===== config.mk =====
export PLATFORM = sky130hd
export DESIGN_NAME = lipsi_mem_arbiter
export DESIGN_NICKNAME = d
export VERILOG_FILES = /design/src/rtl/lipsi_pkg.sv /design/src/rtl/lipsi_wait_ctr.sv /design/src/rtl/lipsi_mem_arbiter.sv
export SDC_FILE = /design/constraint.sdc
export NUM_CORES = 1
export LEC_CHECK = 0
export ABC_CLOCK_PERIOD_IN_PS = 4250
export CAP_MARGIN = 20
export CORE_AREA = 5 5 56 58
export CTS_CLUSTER_DIAMETER = 200
export CTS_CLUSTER_SIZE = 16
export DETAILED_ROUTE_END_ITERATION = 12
export DIE_AREA = 0 0 61 63
export PLACE_DENSITY = 0.86
export SLEW_MARGIN = 0
export SYNTH_ARGS = -nofsm -noshare
export SYNTH_HDL_FRONTEND = slang
export SYNTH_SLANG_ARGS = --single-unit

===== constraint.sdc =====
create_clock -name clk -period 4.25 [get_ports clk]
set_clock_uncertainty 0.15 [all_clocks]
set_input_delay 1.275 -clock clk [delete_from_list [all_inputs] [get_ports clk]]
set_output_delay 1.275 -clock clk [all_outputs]
set_load 0.02 [all_outputs]

===== src/rtl/lipsi_pkg.sv =====
// Shared definitions for the Lipsi memory arbiter: default widths, the
// host-wait bound and the arbiter state encoding.
package lipsi_pkg;

  localparam int DEF_ADDR_W        = 8;
  localparam int DEF_DATA_W        = 8;
  localparam int DEF_MAX_HOST_WAIT = 4;

  typedef enum logic {
    ARB_RUN  = 1'b0,
    ARB_HALT = 1'b1
  } arb_state_t;

endpackage


===== src/rtl/lipsi_wait_ctr.sv =====
// Saturating bounded-wait counter: counts cycles a pending host request has
// lost to the core, and flags when the bound is reached.
module lipsi_wait_ctr #(
  parameter int MAX_HOST_WAIT = 4
) (
  input  logic       clk,
  input  logic       reset,
  input  logic       clr,
  input  logic       inc,
  output logic [3:0] cnt,
  output logic       sat
);

  localparam logic [3:0] MAX_CNT = 4'(MAX_HOST_WAIT);

  assign sat = (cnt == MAX_CNT);

  always_ff @(posedge clk) begin
    if (reset) begin
      cnt <= 4'd0;
    end else if (clr) begin
      cnt <= 4'd0;
    end else if (inc && !sat) begin
      cnt <= cnt + 4'd1;
    end
  end

endmodule


===== src/rtl/lipsi_mem_arbiter.sv =====
// Single-port memory arbiter between the Lipsi core and an external host port,
// with core priority, bounded host wait and an exclusive-host HALT mode.
module lipsi_mem_arbiter
  import lipsi_pkg::*;
#(
  parameter int ADDR_W        = DEF_ADDR_W,
  parameter int DATA_W        = DEF_DATA_W,
  parameter int MAX_HOST_WAIT = DEF_MAX_HOST_WAIT
) (
  input  logic              clk,
  input  logic              reset,
  input  logic              core_req,
  input  logic              core_we,
  input  logic [ADDR_W-1:0] core_addr,
  input  logic [DATA_W-1:0] core_wdata,
  output logic [DATA_W-1:0] core_rdata,
  output logic              core_stall,
  input  logic              host_req,
  input  logic              host_we,
  input  logic [ADDR_W-1:0] host_addr,
  input  logic [DATA_W-1:0] host_wdata,
  output logic [DATA_W-1:0] host_rdata,
  output logic              host_ack,
  input  logic              host_halt,
  output logic              halted,
  output logic [ADDR_W-1:0] mem_addr,
  output logic [DATA_W-1:0] mem_wdata,
  output logic              mem_we,
  input  logic [DATA_W-1:0] mem_rdata
);

  arb_state_t state_q, state_d;
  logic       grant_host, grant_core;
  logic       wait_sat;
  logic [3:0] wait_cnt;
  logic       ack_p1;

  lipsi_wait_ctr #(
    .MAX_HOST_WAIT(MAX_HOST_WAIT)
  ) u_wait_ctr (
    .clk  (clk),
    .reset(reset),
    .clr  (grant_host || !host_req),
    .inc  (host_req && core_req),
    .cnt  (wait_cnt),
    .sat  (wait_sat)
  );

  always_ff @(posedge clk) begin
    if (reset) begin
      state_q <= ARB_RUN;
    end else begin
      state_q <= state_d;
    end
  end

  always_comb begin
    state_d = state_q;
    case (state_q)
      ARB_RUN:  if (host_halt)  state_d = ARB_HALT;
      ARB_HALT: if (!host_halt) state_d = ARB_RUN;
      default:  state_d = ARB_RUN;
    endcase
  end

  // Grants are masked during reset so no access (and no later ack) can start.
  always_comb begin
    grant_host = !reset && host_req &&
                 (state_q == ARB_HALT || !core_req || wait_sat);
    grant_core = !reset && core_req && !grant_host && (state_q == ARB_RUN);
  end

  always_comb begin
    mem_addr  = core_addr;
    mem_wdata = core_wdata;
    mem_we    = 1'b0;
    if (grant_host) begin
      mem_addr  = host_addr;
      mem_wdata = host_wdata;
      mem_we    = host_we;
    end else if (grant_core) begin
      mem_we    = core_we;
    end
  end

  assign core_stall = !reset && ((state_q == ARB_HALT) || (core_req && grant_host));
  assign halted     = (state_q == ARB_HALT);

  // Ack stage: memory read data for the host grant arrives with the ack.
  always_ff @(posedge clk) begin
    if (reset) begin
      ack_p1 <= 1'b0;
    end else begin
      ack_p1 <= grant_host;
    end
  end

  assign host_ack   = ack_p1;
  assign host_rdata = mem_rdata;
  assign core_rdata = mem_rdata;

endmodule


[Word-level counts from Yosys, hierarchy flattened]
Cells that the tools add are included.
Operators by class
  bitwise logic cells: 1
  $add $sub $neg: 1
  muxes and demuxes: 5
  reduce and logical (&&, ||, !) cells: 19
  equality and inequality tests: 1
Operator list (number)
  $mux W8: 2
  $logic_and A1 B1 Y1: 9
  $logic_not A1 Y1: 5
  $add A4 B1 Y4 const B: 1
  $eq A4 B3 Y1 const B: 1
  $logic_or A1 B1 Y1: 4
  $mux W1: 3
  $reduce_or A2 Y1: 1
  $not A1 Y1: 1
Storage, ports and cells
  word-level logic and storage cells: 30
  input bits: 47
  output and inout port bits: 36
  bits in registers: 6

[Depth between registers and ports, before layout]
Gate-level depths: netlist of the first run.
  depth in word-level cells: 9
  mapped depth: 6
  mapped depth without buffers: 5

[By module]
Synthesis of the first run repeated with hierarchy kept, for this count alone.
Unflattened totals
  cells, all modules: 71
  area total of the unflattened synthesis: 711.9 um2
By module, submodules not included
  lipsi_mem_arbiter: area an instance 483.0 um2, instances 1, cells an instance 46, sequential area each 40.0 um2
  lipsi_wait_ctr: area an instance 229.0 um2, instances 1, cells an instance 25, sequential area each 80.1 um2

[Least setup slack after synthesis of the first run]
No wires, ideal clock.
  path kind: input -> output
  start: input port reset
  end: output port mem_addr[0]
  path buffers: 1
  data required time: 2.825 ns
  stages: 4
  setup slack: 0.611 ns
  arrival: 2.214 ns
  cells stage by stage: nand2b_1 a21oi_4 buf_12 mux2_4
On the way
  cells in the longest elaborated chain, start to end: 4
RTL lines
  start, declared: line lipsi_mem_arbiter.sv:11  | input logic reset,
  $logic_not A1 Y1: line lipsi_mem_arbiter.sv:68  | grant_host = !reset && host_req &&
  $logic_and A1 B1 Y1 (2 in series): line lipsi_mem_arbiter.sv:68
  $mux W8: line lipsi_mem_arbiter.sv:77  | if (grant_host) begin
  end, declared: line lipsi_mem_arbiter.sv:26  | output logic [ADDR_W-1:0] mem_addr,
No other way between the ends.

[Final worst setup path of the first run]
  start: input port host_req
  end: output port mem_addr[6]
On the way
  cells in the longest elaborated chain, start to end: 3
RTL lines
  start, declared: line lipsi_mem_arbiter.sv:18  | input logic host_req,
  $logic_and A1 B1 Y1 (2 in series): line lipsi_mem_arbiter.sv:68
  $mux W8: line lipsi_mem_arbiter.sv:77
No other way between the ends.

==> impl_metrics.tcl, run 1 <==
set metrics [dict create \
    report.final.slew_viol_count 0 \
    grt_usage 0.1212 \
    place_inst 149 \
    start_kind "input pin" \
    synth_flop_cell "dfxtp_1" \
    drc_errors 0 \
    cts_hold_buf 0 \
    r2r_start "u_wait_ctr.cnt[0]$_SDFFE_PP0P_" \
    drt-initial-drc-count 8 \
    globalplace.congestion 0.7841 \
    yosysSeqAreaShare 0.1733 \
    synthAdderAreaFrac 0.03610 \
    cp_max_fo 5 \
    layout-drive-gt1-share 0.3934 \
    synth_top_family_by_area "multiplexers" \
    clockBufferDepth 2 \
    hold_depth 1 \
    antenna_found_initial 0 \
    synth_compound_area_frac 0.08484 \
    synthCells 70 \
    area_growth_pct 85.02 \
    syn_nets 119 \
    first_global_vias 776 \
    worstHoldStart "u_wait_ctr.cnt[0]$_SDFFE_PP0P_" \
    grt_pass1_wl_um 3512 \
    fmax_ghz 0.2469 \
    numCtsBuffers 3 \
    yosysWarnings 0 \
    cts_root_buf "clkbuf_4" \
    dp_hpwl_um 1947 \
    tightest_slew_ns 0.3277 \
    regArea_um2 120.1 \
    peakVddDrop_v 0.0001350 \
    yosys-mux-area-fraction 0.3087 \
    finalCritPeriodShare 0.9528 \
    die_y_um 63 \
    ys_top_cells_by_count "buf_4 (16), mux2_4 (9), mux2_2 (7)" \
    fin_area_mm2 0.001282 \
    synth_area_per_cell_um2 9.902 \
    cts.clk_slew.worst_paths_ns 0.04 \
    postRouteAntennaNets 0 \
    setup_violations 0 \
    htreeDepth 1 \
    yosysMostFrequentCell "buf_4" \
    multiInputGateArea_um2 425.4 \
    cts_tree "yes" \
    die_area_mm2 0.003843 \
    vias 677 \
    core-area_mm2 0.002615 \
    io_pins 83 \
    ys_async_sr_fraction 0 \
    grt_max_degree 11 \
    nFillCells 243 \
    cp.required_ns 2.82 \
    status "complete, no violations" \
    crit_arrival_ns 2.62 \
    yosysTopAreaCellShare 0.1949 \
    rsz0062_at_grt "no" \
    final-hold-violation-count 0 \
    ys_types 26 \
    io_buffers 58 \
    hold_path_class "reg2reg" \
    hold-path-endpoint "u_wait_ctr.cnt[0]$_SDFFE_PP0P_" \
    synth_area_um2 693.2 \
    synthTopCellsByArea "mux2_4 (19%), dfxtp_1 (17%), buf_4 (17%)" \
    via_per_inst 4.425 \
    die_w_um 61 \
    synth_area_leader_cell "mux2_4" \
    synth-seq-cells 6 \
    ff2ff_setup_slack_ns 2.71 \
    p_per_area_mw_per_mm2 176.0 \
    relSlewSlack 0.7759 \
    rows 19 \
    end_kind "output pin" \
    r2r_end "u_wait_ctr.cnt[3]$_SDFFE_PP0P_" \
    clk_latency_ns 0.24 \
    synth_edf_count 0 \
    cap_violations 0 \
    wl_per_cell_um 14.73 \
    start_util 0.2651 \
    final_cells 153 \
    synth_xor_xnor_area_share 0 \
    fin_crit_ns 4.050 \
    antennaDiodeCount 0 \
    placed_area_mm2 0.001250 \
    reg2regPathDepth 4 \
    crit_type "in2out" \
    wl_um 2254 \
    drtPass1Iterations 4 \
    nNetsFinal 173 \
    yosys.area_share.simple 0.1733 \
    p_leak_nw 0.5651 \
    overflow 0 \
    cts_sinks 6 \
]
critical path, stage by stage:
cell	delay, ns
dlygate4sd2_1	0.28
nand2b_4	0.08
a21oi_4	0.23
clkbuf_16	0.20
mux2_4	0.29
clkdlybuf4s15_2	0.26
through the flow:
stage | TNS (ns) | worst slack, ns | power [mW] | hold WS [ns] | util
after floorplan | 0 | 0.6109 | 0.1305 | 0.3009 | -
final | 0 | 0.2005 | 0.2258 | 0.3449 | 0.4904
after CTS | 0 | 0.003235 | 0.2311 | 0.3420 | 0.4952
after global placement | -4.588 | -0.2841 | 0.1780 | 0.3302 | 0.4780
after detailed placement | -4.796 | -0.3027 | 0.1803 | 0.3365 | 0.4780
after global routing | 0 | 0.1366 | 0.2404 | 0.4010 | 0.4904
cell type report:
class,instances,area share
Sequential cell,6,0.09366
Tap cell,31,0.03024
Multi-Input combinational cell,43,0.3317
Timing Repair Buffer,66,0.5151
Clock buffer,3,0.01756
Inverter,4,0.01171
what timing repair did:
action,in CTS,in global routing
setup endpoints to repair,18,17
buffers inserted,0,0
resized for setup,49,13
cloned,0,1
worst max-delay path by stage:
stage,slack (ns),endpoint,from,cells after the start
final,0.20,mem_addr[6],host_req,6
after global routing,0.14,mem_addr[3],host_req,6
after CTS,0.003,mem_wdata[4],reset,6
after detailed placement,-0.30,mem_wdata[3],host_req,6
after global placement,-0.28,mem_addr[6],host_req,6
after floorplan,0.61,mem_addr[0],reset,4
power breakdown:
part | internal (mW) | switching, mW | leakage (nW)
Combinational | 0.0718 | 0.0427 | 0.502
Clock | 0.0319 | 0.0204 | 0.0138
Sequential | 0.0579 | 0.00114 | 0.0489
routing by layer:
metal,up-vias,global-route usage,wire length [µm]
li1,331,-,-
met1,308,0.1133,702
met2,38,0.2326,1300
met3,0,0.05579,251
met4,0,0.01897,0
met5,-,0,0
registers in the layout, summed over array words and instances, names as in the netlist:
register	cells
u_wait_ctr.cnt	4
halted	1
host_ack	1
cells in the final DEF (no fill, tap or decap), drive strengths merged, types with 2 or more instances in the layout:
cell type       n
a21oi           2
and2b           2
buf            13
clkbuf          6
clkdlybuf4s15   8
clkdlybuf4s50  37
dfxtp           6
dlygate4sd2     2
dlymetal6s2s    3
ha              2
inv             4
mux2           16
nand2           4
nand3           2
nor2b           2
nor3            2
cells by family (layout without fill, tap and decap cells):
group	Yosys count	count (layout)
adders and majority gates	2	2
and+or+nand+nor	18	18
AOI/OAI and AO/OA	7	7
muxes	16	16
buffers and inverters	21	73
DFF	6	6
(Power assumes the default switching activity.)
==> inputs of run 2 (changes only) <==
--- a/config.mk
+++ b/config.mk
@@ -5,14 +5,14 @@
 export SDC_FILE = /design/constraint.sdc
 export NUM_CORES = 1
 export LEC_CHECK = 0
-export ABC_CLOCK_PERIOD_IN_PS = 4250
 export CAP_MARGIN = 20
-export CORE_AREA = 5 5 56 58
+export CORE_AREA = 5 5 60 62
 export CTS_CLUSTER_DIAMETER = 200
 export CTS_CLUSTER_SIZE = 16
 export DETAILED_ROUTE_END_ITERATION = 12
-export DIE_AREA = 0 0 61 63
-export PLACE_DENSITY = 0.86
+export DIE_AREA = 0 0 65 67
+export PLACE_DENSITY = 0.79
+export RECOVER_POWER = 100
 export SLEW_MARGIN = 0
 export SYNTH_ARGS = -nofsm -noshare
 export SYNTH_HDL_FRONTEND = slang
==> constraint.sdc (replaced) <==
create_clock -name clk -period 3.3 [get_ports clk]
set_clock_uncertainty 0.15 [all_clocks]
set_input_delay 0.99 -clock clk [delete_from_list [all_inputs] [get_ports clk]]
set_output_delay 0.99 -clock clk [all_outputs]
set_load 0.02 [all_outputs]
==> impl_metrics.tcl, run 2 (same netlist as run 1, synthesis figures left out) <==
set metrics [dict create \
    r2r_start "u_wait_ctr.cnt[0]$_SDFFE_PP0P_" \
    cts_root_buf "clkbuf_4" \
    p_per_area_mw_per_mm2 233.8 \
    setup_violations 0 \
    drtPass1Iterations 4 \
    p_total_mw 0.3095 \
    cp.required_ns 2.16 \
    drc_errors 0 \
    fin_crit_ns 3.234 \
    cp_max_fo 5 \
    grt_max_degree 8 \
    fin_ws_ns 0.06615 \
    hold-path-endpoint "u_wait_ctr.cnt[0]$_SDFFE_PP0P_" \
    placed_area_mm2 0.001260 \
    final-hold-violation-count 0 \
    dp_hpwl_um 2056 \
    crit_type "in2out" \
    layout_commonest_cell "clkdlybuf4s50_1" \
    die_area_mm2 0.004355 \
    io_buffers 58 \
    hold_depth 1 \
    place_inst 152 \
    antenna_found_initial 0 \
    grtUsageMet3 0.04216 \
    wl_per_cell_um 15.20 \
    vias 697 \
    fin_area_mm2 0.001324 \
    cts_tree "yes" \
    start_util 0.2328 \
    drt-initial-drc-count 6 \
    worstHoldStart "u_wait_ctr.cnt[0]$_SDFFE_PP0P_" \
    grt_pass1_wl_um 3657 \
    crit_slowest_cell "mux2_4" \
    max_stage_delay_ns 0.31 \
    report.final.slew_viol_count 0 \
    crit_arrival_ns 2.09 \
    globalplace.congestion 0.7823 \
    fmax_ghz 0.3092 \
    first_global_vias 821 \
    crit_chain "clkdlybuf4s15_1 > nand2b_4 > a21oi_4 > buf_4 > mux2_4 > buf_6" \
    clockBufferDepth 2 \
    core-area_mm2 0.002978 \
    cap_violations 0 \
    tightest_slew_ns 0.3331 \
    cts_hold_buf 0 \
    io_pins 83 \
    area_growth_pct 90.97 \
    ff2ff_setup_slack_ns 1.74 \
    cts.clk_slew.worst_paths_ns 0.04 \
    via_per_inst 4.439 \
    reg2regPathDepth 4 \
    cts_sinks 6 \
    rows 20 \
    finalCritPeriodShare 0.9800 \
    relSlewSlack 0.7722 \
    grt_usage 0.1115 \
    p_leak_nw 0.5830 \
    layout-drive-gt1-share 0.4113 \
    r2r_end "u_wait_ctr.cnt[3]$_SDFFE_PP0P_" \
    wl_um 2387 \
    largest-register "u_wait_ctr.cnt" \
    clk_latency_ns 0.25 \
    use_met1 0.09610 \
    met2_usage 0.2235 \
    numCtsBuffers 3 \
    rsz0062_at_grt "no" \
    antennaDiodeCount 0 \
    grt.busiest_layer "met2" \
    postRouteAntennaNets 0 \
    peakVddDrop_v 0.0001323 \
    status "complete, no violations" \
    final_cells 157 \
    hold_path_class "reg2reg" \
    pre_cts_slack_ns -0.6787 \
    overflow 0 \
    die_w_um 65 \
    largest_register_ffs 4 \
    end_kind "output pin" \
    htreeDepth 1 \
    final_cell_mix "clkdlybuf4s50_1 (34), buf_6 (17), mux2_4 (16), buf_4 (8), dfxtp_1 (6)" \
    nNetsFinal 175 \
    start_kind "input pin" \
    die_y_um 67 \
]
## run 2: cell count changes in the layout (fill, tap and decap cells not counted), moves of 5 or more
cell and change:
mux2_2 -7, mux2_4 +7, clkdlybuf4s15_2 -7, buf_2 -5, buf_6 +17
## run 2: repair_timing
item                       4_1_cts  5_1_grt
pin swaps                        1        0
setup endpoints to repair       18       10
resized for setup              117        2
hold endpoints to repair         0        0
gates cloned                     1        0
buffers inserted                 4        0
## run 2: worst max path at each step
stage	cells past startpoint	end	slack [ns]	from
2_1_floorplan	4	mem_addr[0]	0.23	reset
3_3_place_gp	6	mem_addr[3]	-0.67	host_req
3_5_place_dp	6	mem_addr[2]	-0.68	host_req
4_1_cts	7	mem_addr[5]	0.002	core_req
5_1_grt	6	mem_addr[3]	0.003	core_req
6_report	6	mem_addr[3]	0.07	host_req
## run 2: cell type report
cell class / count / area [µm²]
Multi-Input combinational cell: 43 / 451.7
Inverter: 4 / 15.01
Timing Repair Buffer: 68 / 673.1
Fill cell: 274 / 1654
Clock buffer: 3 / 22.52
Sequential cell: 6 / 120.1
Tap cell: 33 / 41.29
## run 2: worst max-delay path: cells and delay by family
kind,cells,cell delay (ns)
AOI/OAI and AO/OA,1,0.14
buffers and inverters,3,0.57
muxes,1,0.31
and+or+nand+nor,1,0.08
## run 2: report_power, final
part	switching [mW]	internal, mW	leakage (nW)
clock network	0.0286	0.0413	0.0138
registers	0.00155	0.0745	0.0489
logic	0.0592	0.104	0.520
total	0.0893	0.220	0.583
## run 2: layer usage
layer	vias to the layer above	share of wire
li1	335	-
met1	313	0.31
met2	45	0.59
met3	4	0.088
met4	0	0.013
met5	-	0
## run 2: per-stage QoR
| step | TNS (ns) | hold WS (ns) | util |
|---|---|---|---|
| global placement | -11.45 | 0.3322 | 0.4231 |
| detailed placement | -11.60 | 0.3572 | 0.4231 |
| finish | 0 | 0.3671 | 0.4445 |
| CTS | 0 | 0.3639 | 0.4647 |
| floorplan | 0 | 0.3009 | - |
| global route | 0 | 0.3900 | 0.4445 |
